**src/rtl/fetch_sequencer_if.sv**
```systemverilog
// fetch_sequencer_if: groups the fetch sequencer's control inputs and PC-register outputs
interface fetch_sequencer_if;
    logic [31:0] pc;
    logic        stall;
    logic        br_valid;
    logic [31:0] br_target;
    logic        exc_req;
    logic        eret_req;
    logic [31:0] epc;
    logic [31:0] pc_next;
    logic        pc_we;
    logic        flush_fd;
    logic        fetch_exc;
    logic [1:0]  state;
`ifdef FETCH_PERF_CNT_EN
    logic [31:0] stall_cycles;
    logic [31:0] redirect_cnt;
`endif
    modport master (
        output pc, stall, br_valid, br_target, exc_req, eret_req, epc,
        input  pc_next, pc_we, flush_fd, fetch_exc, state
`ifdef FETCH_PERF_CNT_EN
        , input stall_cycles, redirect_cnt
`endif
    );
    modport slave (
        input  pc, stall, br_valid, br_target, exc_req, eret_req, epc,
        output pc_next, pc_we, flush_fd, fetch_exc, state
`ifdef FETCH_PERF_CNT_EN
        , output stall_cycles, redirect_cnt
`endif
    );
endinterface

```
**src/rtl/fetch_sequencer.sv**
```systemverilog
// fetch_sequencer: next-PC selection and one-entry redirect buffer; FETCH_PERF_CNT_EN adds stall/redirect counters
module fetch_sequencer #(
    parameter logic [31:0] RESET_PC   = 32'h0000_3000,
    parameter logic [31:0] HANDLER_PC = 32'h0000_4180,
    parameter logic [31:0] IM_LO      = 32'h0000_3000,
    parameter logic [31:0] IM_HI      = 32'h0000_4FFC
) (
    input  logic             clk,
    input  logic             reset,
    fetch_sequencer_if.slave bus
);
    typedef enum logic [1:0] {RUN = 2'd0, PEND = 2'd1, FLUSH = 2'd2} state_t;
    state_t      r_state, w_next_state;
    logic [31:0] r_pend_pc, w_next_pend, w_seq;
    assign w_seq = bus.pc + 32'd4;
    // State and buffered redirect target
    always_ff @(posedge clk) begin
        if (reset) begin
            r_state   <= RUN;
            r_pend_pc <= '0;
        end else begin
            r_state   <= w_next_state;
            r_pend_pc <= w_next_pend;
        end
    end
    // Next state: exc/eret preempt everything, a stalled branch is parked in PEND
    always_comb begin
        w_next_state = r_state;
        w_next_pend  = r_pend_pc;
        if (bus.exc_req || bus.eret_req) begin
            w_next_state = FLUSH;
            w_next_pend  = '0;
        end else begin
            case (r_state)
                RUN: if (bus.br_valid && bus.stall) begin
                    w_next_state = PEND;
                    w_next_pend  = bus.br_target;
                end
                PEND: if (!bus.stall) w_next_state = RUN;
                default: w_next_state = RUN;
            endcase
        end
    end
    // Outputs: PC source and write enable in priority order
    always_comb begin
        bus.pc_next  = w_seq;
        bus.pc_we    = 1'b1;
        bus.flush_fd = 1'b0;
        if (reset) begin
            bus.pc_next  = RESET_PC;
            bus.flush_fd = 1'b1;
        end else if (bus.exc_req) begin
            bus.pc_next  = HANDLER_PC;
            bus.flush_fd = 1'b1;
        end else if (bus.eret_req) begin
            bus.pc_next  = bus.epc;
            bus.flush_fd = 1'b1;
        end else begin
            case (r_state)
                RUN: begin
                    bus.pc_we = !bus.stall;
                    if (bus.br_valid && !bus.stall) bus.pc_next = bus.br_target;
                end
                PEND: begin
                    bus.pc_next = r_pend_pc;
                    bus.pc_we   = !bus.stall;
                end
                default: ;
            endcase
        end
    end
    assign bus.state     = r_state;
    assign bus.fetch_exc = (bus.pc < IM_LO) || (bus.pc > IM_HI) || (bus.pc[1:0] != 2'b00);
`ifdef FETCH_PERF_CNT_EN
    logic        w_redirect;
    logic [31:0] r_stall_cycles, r_redirect_cnt;
    assign w_redirect = bus.exc_req || bus.eret_req ||
                        (r_state == RUN && bus.br_valid && !bus.stall) ||
                        (r_state == PEND && !bus.stall);
    // Saturating performance counters
    always_ff @(posedge clk) begin
        if (reset) begin
            r_stall_cycles <= '0;
            r_redirect_cnt <= '0;
        end else begin
            if (!bus.pc_we && r_stall_cycles != 32'hFFFF_FFFF) r_stall_cycles <= r_stall_cycles + 32'd1;
            if (w_redirect && r_redirect_cnt != 32'hFFFF_FFFF) r_redirect_cnt <= r_redirect_cnt + 32'd1;
        end
    end
    assign bus.stall_cycles = r_stall_cycles;
    assign bus.redirect_cnt = r_redirect_cnt;
`endif
endmodule
```
**src/flat_wrapper.sv**
```systemverilog
// flat-port wrapper written by rule: the top's interface ports become plain ports
module fetch_sequencer_flat 
#(
    parameter logic [31:0] RESET_PC   = 32'h0000_3000,
    parameter logic [31:0] HANDLER_PC = 32'h0000_4180,
    parameter logic [31:0] IM_LO      = 32'h0000_3000,
    parameter logic [31:0] IM_HI      = 32'h0000_4FFC
)
  (clk, reset, bus_pc, bus_stall, bus_br_valid, bus_br_target, bus_exc_req, bus_eret_req, bus_epc, bus_pc_next, bus_pc_we, bus_flush_fd, bus_fetch_exc, bus_state);
  fetch_sequencer_if bus_i ();
  input  logic clk;
  input  logic reset;
  input wire logic [$bits(bus_i.pc)-1:0] bus_pc;
  input wire logic [$bits(bus_i.stall)-1:0] bus_stall;
  input wire logic [$bits(bus_i.br_valid)-1:0] bus_br_valid;
  input wire logic [$bits(bus_i.br_target)-1:0] bus_br_target;
  input wire logic [$bits(bus_i.exc_req)-1:0] bus_exc_req;
  input wire logic [$bits(bus_i.eret_req)-1:0] bus_eret_req;
  input wire logic [$bits(bus_i.epc)-1:0] bus_epc;
  output wire logic [$bits(bus_i.pc_next)-1:0] bus_pc_next;
  output wire logic [$bits(bus_i.pc_we)-1:0] bus_pc_we;
  output wire logic [$bits(bus_i.flush_fd)-1:0] bus_flush_fd;
  output wire logic [$bits(bus_i.fetch_exc)-1:0] bus_fetch_exc;
  output wire logic [$bits(bus_i.state)-1:0] bus_state;
  assign bus_i.pc = bus_pc;
  assign bus_i.stall = bus_stall;
  assign bus_i.br_valid = bus_br_valid;
  assign bus_i.br_target = bus_br_target;
  assign bus_i.exc_req = bus_exc_req;
  assign bus_i.eret_req = bus_eret_req;
  assign bus_i.epc = bus_epc;
  assign bus_pc_next = bus_i.pc_next;
  assign bus_pc_we = bus_i.pc_we;
  assign bus_flush_fd = bus_i.flush_fd;
  assign bus_fetch_exc = bus_i.fetch_exc;
  assign bus_state = bus_i.state;
  fetch_sequencer #(.RESET_PC(RESET_PC), .HANDLER_PC(HANDLER_PC), .IM_LO(IM_LO), .IM_HI(IM_HI)) u_core (.clk(clk), .reset(reset), .bus(bus_i));
endmodule
```
**config.mk**
```make
export PLATFORM = sky130hd
export DESIGN_NAME = fetch_sequencer_flat
export DESIGN_NICKNAME = d
export VERILOG_FILES = /design/src/rtl/fetch_sequencer_if.sv /design/src/rtl/fetch_sequencer.sv /design/src/flat_wrapper.sv
export SDC_FILE = /design/constraint.sdc
export NUM_CORES = 1
export LEC_CHECK = 0
export CAP_MARGIN = 20
export CORE_MARGIN = 5
export CORE_UTILIZATION = 38
export DETAILED_ROUTE_END_ITERATION = 16
export PLACE_DENSITY_LB_ADDON = 0.1
export SLEW_MARGIN = 25
export SYNTH_ARGS = -nofsm -noshare
export SYNTH_HDL_FRONTEND = slang
export SYNTH_SLANG_ARGS = --single-unit
```
**constraint.sdc**
```tcl
create_clock -name clk -period 1.8 [get_ports clk]
set_input_delay 0.18 -clock clk [delete_from_list [all_inputs] [get_ports clk]]
set_output_delay 0.18 -clock clk [all_outputs]
set_load 0.1 [all_outputs]
```
==> results of run 1 <==
==> synth_stat cells (2+ instances only) <==
cell type and number:
nand3_1 11, and4_1 2, buf_1 2, xnor2_1 5
or2_2 2, a31o_2 3, nand2b_1 3, inv_1 13
a221oi_1 3, nand4_1 10, o31a_2 2, or3_1 5
a21oi_1 58, clkinv_1 2, nor4_1 12, dfxtp_1 34
o21ai_0 18, a21o_1 7, nor4bb_1 4, nor3_1 19
o22ai_1 2, o31a_1 3, clkbuf_1 25, a31oi_1 6
a221o_1 4, o221ai_1 21, and3_1 4, nor3b_1 2
nor2_1 22, o2bb2ai_1 2, nand2_1 102, xor2_1 8
==> per-stage QoR <==
| stage | setup WS [ns] | hold slack, ns | std cells | setup TNS (ns) |
|---|---|---|---|---|
| global placement | -0.801 | 0.442 | 743 | -19.25 |
| detailed placement | -0.886 | 0.450 | 743 | -23.09 |
| CTS | -0.357 | 0.446 | 783 | -7.26 |
| floorplan | -0.775 | 0.295 | 434 | -8.29 |
==> what timing repair did <==
| item | 4_1_cts |
|---|---|
| endpoints found under the setup margin | 35 |
| resized for setup | 202 |
| pin swaps | 44 |
| buffers inserted | 27 |
| hold buffers | 0 |
| cloned | 7 |
==> logic make-up after synthesis <==
kind of cell / count (synthesis)
and+or+nand+nor: 207
DFF: 34
AOI/OAI and AO/OA: 135
adders and majority gates: 1
buffers and inverters: 44
xor gates and xnor gates: 13
==> impl_metrics.toml, run 1 <==
[place]
portBuffers = 138
gp_congestion = 0.940
place_area_mm2 = 0.00597
place_hpwl_um = 11700

[logic_synthesis]
synth.ff_latch_count = 34
synth_fa_ha_area_frac = 0.00435
synth_area_leader_cell = "dfxtp_1"
synthXorXnorAreaFrac = 0.0396
synthSimpleGateAreaFrac = 0.353
synth-async-reset-ratio = 0
netlist_area_mm2 = 0.00288
synth-compound-area-share = 0.306
synth_mux_area_frac = 0
synth-edff-count = 0
yosys_warnings = 0
ys.flop_type = "dfxtp_1"
synthCells = 434
yosys-top-cells-area = "dfxtp_1 24%, nand2_1 13%, a21oi_1 10%"
synthesis.nets = 537
syn_avg_cell_area_um2 = 6.63
synth.distinct_cells = 50
synth_top_family_by_area = "simple AND/OR/NAND/NOR gates"
seq_area_frac_synth = 0.237
synth_top_cell_area_share = 0.237

[clock_tree]
h-tree-depth = 2
cts_buffers = 5
cts_root_buf = "clkbuf_8"
clkSinkCount = 34
cts_max_path_buffers = 2

[floorplanning]
chipWidth_um = 97.0
chipHeight_um = 97.0
ios = 139
rows = 31
start_util = 0.394

[sta]
grt-worst-endpoint = "bus_pc_next[20]"
endpoint_type = "top-level output"

[status]
status = "aborted with a tool error"
failing_step = "5_1_grt"
error_line = "[ERROR DPL-0038] Utilization greater than 100%, impossible to legalize"

[global_route]
grt_max_degree = 25
==> run 2: changes to the inputs <==
--- a/config.mk
+++ b/config.mk
@@ -7,9 +7,9 @@
 export LEC_CHECK = 0
 export CAP_MARGIN = 20
 export CORE_MARGIN = 5
-export CORE_UTILIZATION = 38
+export CORE_UTILIZATION = 40
 export DETAILED_ROUTE_END_ITERATION = 16
-export PLACE_DENSITY_LB_ADDON = 0.1
+export PLACE_DENSITY_LB_ADDON = 0.15
 export SLEW_MARGIN = 25
 export SYNTH_ARGS = -nofsm -noshare
 export SYNTH_HDL_FRONTEND = slang
==> constraint.sdc (replaced) <==
create_clock -name clk -period 2.34 [get_ports clk]
set_input_delay 0.234 -clock clk [delete_from_list [all_inputs] [get_ports clk]]
set_output_delay 0.234 -clock clk [all_outputs]
set_load 0.1 [all_outputs]
==> run 2 against run 1 <==
  * The run now ends clean
  * Area after synthesis unchanged
  * Synthesized cell count unchanged
==> impl_metrics.toml, run 2 <==
[status]
status = "finished, final reports clean"

[place]
portBuffers = 138
gp_congestion = 0.975
dp.cells = 719
place_hpwl_um = 10700
dpl_worst_slack_ns = -0.409
place_area_mm2 = 0.00560

[min_path]
min_path_type = "reg -> reg"
whs_path_depth = 2

[setup_path]
path_depth = 7
start_kind = "input pin"
critical_path.startpoint = "bus_stall"
endpoint_kind = "output pin"
worstPathCellList = "clkdlybuf4s50_1, nand2b_4, or3_4, buf_12, o221ai_1, a22oi_2, buf_12"
setup.worst_path.class = "in -> out"
crit_slowest_cell = "clkdlybuf4s50_1"
required_ns = 2.11
cp-endpoint = "bus_pc_next[31]"
cp_slowest_stage_delay_ns = 0.43
reg2regPathDepth = 5
path_delay_family = "buffers and inverters"
cp.arrival_ns = 2.09
cp_num_buf_inv = 3
r2r_end = "u_core.r_pend_pc[25]"
critPathMaxFanout = 20
rrSetupSlack_ns = 0.73
reg2reg_from = "u_core.bus.state[0]"
crit_top_cell = "buf_12"

[logic_synthesis]
synthesis.nets = 537
netlist_top_cells_count = "102 x nand2_1, 58 x a21oi_1, 34 x dfxtp_1"
yosys-top-cells-area = "dfxtp_1 24%, nand2_1 13%, a21oi_1 10%"
synth-async-reset-ratio = 0
seq_area_frac_synth = 0.237
synth_area_leader_cell = "dfxtp_1"
syn_avg_cell_area_um2 = 6.63
synth_most_common_cell = "nand2_1"
netlist_area_mm2 = 0.00288
synth.distinct_cells = 50
synth-edff-count = 0
synth.ff_latch_count = 34
synthCells = 434
ys.flop_type = "dfxtp_1"
synth_top_cell_area_share = 0.237
yosys_warnings = 0

[sta]
rsz0062_at_grt = "true"
slew_headroom = 0.618
fin_crit_ns = 2.33
slew_viol_final = 0
skew_ns = 0.00877
finalSetupTns_ns = 0
worstMarginPinSlew_ns = 0.572
fin_crit_sh = 0.994
final-setup-viol-count = 0
fin_ws_ns = 0.0149
hold_viol_final = 0
fmaxAchievable_ghz = 0.430

[clock_tree]
cts_buffers = 5
h-tree-depth = 2
clk_pin_slew_ns = 0.07
clk_latency_ns = 0.29
cts_tree = "done"
clkSinkCount = 34
cts_root_buf = "clkbuf_8"
cts_hold_buf = 0
cts_max_path_buffers = 2

[final_layout]
diodes = 0
areaGrowthSynthToFinish_pct = 106
largest_reg_flops = 32
regArea_um2 = 688
mostFrequentLayoutCell = "nand2_1"
finalInstanceArea_mm2 = 0.00591
final_cell_mix = "102 x nand2_1, 76 x clkdlybuf4s50_1, 74 x buf_4"
drive_gt1_frac = 0.333
regMostFlops = "u_core.r_pend_pc"
fin_cells = 735
fill_cells = 484
final_nets = 738
multi_input_area_mm2 = 0.00252

[global_route]
grt_max_degree = 34
top_usage_layer = "met2"
antenna_found_initial = 0
grt_usage = 0.307
grtUsageMet2 = 0.507
grt.overflow.total = 0
grt_pass1_wl_um = 21600
grtUsageMet1 = 0.407
met3_usage = 0.0478
grt_pass1_vias = 4249

[power]
seq_power_share = 0.279
power_frac_comb = 0.494
p_leak_nw = 2.19
p_clk_frac = 0.227
netSwitchingPower_uw = 816
internal_power_mw = 1.32
netSwitchingFraction = 0.383
power_density_mw_per_mm2 = 361
vdd_drop_max_mv = 0.570
finalPower_mw = 2.13

[route]
drt_iter0_drc = 391
vias_per_cell = 5.93
drt-total-wl_um = 14200
detail-route-antenna-nets = 0
drc = 0
wl_per_cell_um = 19.3
routed-via-count = 4359
first_pass_iters = 5

[floorplanning]
chipWidth_um = 94.8
chipHeight_um = 94.8
rows = 31
core_mm2 = 0.00714
die-area_mm2 = 0.00898
ios = 139
start_util = 0.403

[run]
maxCapViolCount = 0
## run 2: cell counts after synthesis
No cell type changed its count.
## run 2: worst min-delay path: cells and delay by family (launching register included)
family	cells	cell delay [ns]
simple gates	1	0.05
compound gates	1	0.05
flops	1	0.31
## run 2: how the worst min path moves through the flow
| stage | to | from | slack (ns) |
|---|---|---|---|
| after CTS | u_core.r_pend_pc[27] | u_core.r_pend_pc[27] | 0.46 |
| after floorplan | u_core.bus.state[0] | bus_br_valid | 0.35 |
| final | u_core.r_pend_pc[13] | u_core.r_pend_pc[13] | 0.46 |
| after global placement | u_core.r_pend_pc[10] | u_core.r_pend_pc[10] | 0.44 |
| after detailed placement | u_core.r_pend_pc[25] | u_core.r_pend_pc[25] | 0.45 |
| after global routing | u_core.r_pend_pc[2] | u_core.r_pend_pc[2] | 0.47 |
## run 2: cells by family (layout without fill, tap and decap cells)
group                      count (synthesis)  in the layout  synth area share
AOI/OAI and AO/OA                        135            135             0.306
buffers and inverters                     44            245            0.0605
DFF                                       34             34             0.237
adders and majority gates                  1              1           0.00435
xor gates and xnor gates                  13             13            0.0396
and+or+nand+nor                          207            208             0.353
## run 2: final cells by class
type / count / share of cell area
clock inverters: 2 / 0.00169
repair buffers: 222 / 0.409
flip-flops and latches: 34 / 0.116
clock buffers: 6 / 0.0159
well taps: 99 / 0.0210
multi-input cells: 357 / 0.426
inverters: 15 / 0.00953
## run 2: routing by layer
layer	wire length, um	vias up
met2	6710	243
met5	0	-
met4	446	0
met3	1360	36
li1	-	2002
met1	5660	2078
## run 2: what timing repair did
| item | 4_1_cts | 5_1_grt |
|---|---|---|
| buffers inserted | 5 | 0 |
| gates resized for setup | 66 | 22 |
| pin swaps | 19 | 10 |
| cloned | 2 | 1 |
| setup endpoints to repair | 22 | 21 |
## run 2: stage by stage
step / utilization / hold slack, ns
final: 0.828 / 0.459
after global routing: 0.828 / 0.474
after floorplan: - / 0.349
after global placement: 0.785 / 0.441
after detailed placement: 0.785 / 0.450
after CTS: 0.816 / 0.459
## run 2: power groups by stage
stage / combinational, mW / clock [mW] / sequential, mW
6_report: 1.05 / 0.485 / 0.594
5_1_grt: 1.10 / 0.520 / 0.596
4_1_cts: 1.03 / 0.489 / 0.593
3_5_place_dp: 1.03 / 0 / 0.606
3_3_place_gp: 1.02 / 0 / 0.606
2_1_floorplan: 0.494 / 0 / 0.610
Power figures use the tool's default switching activity.
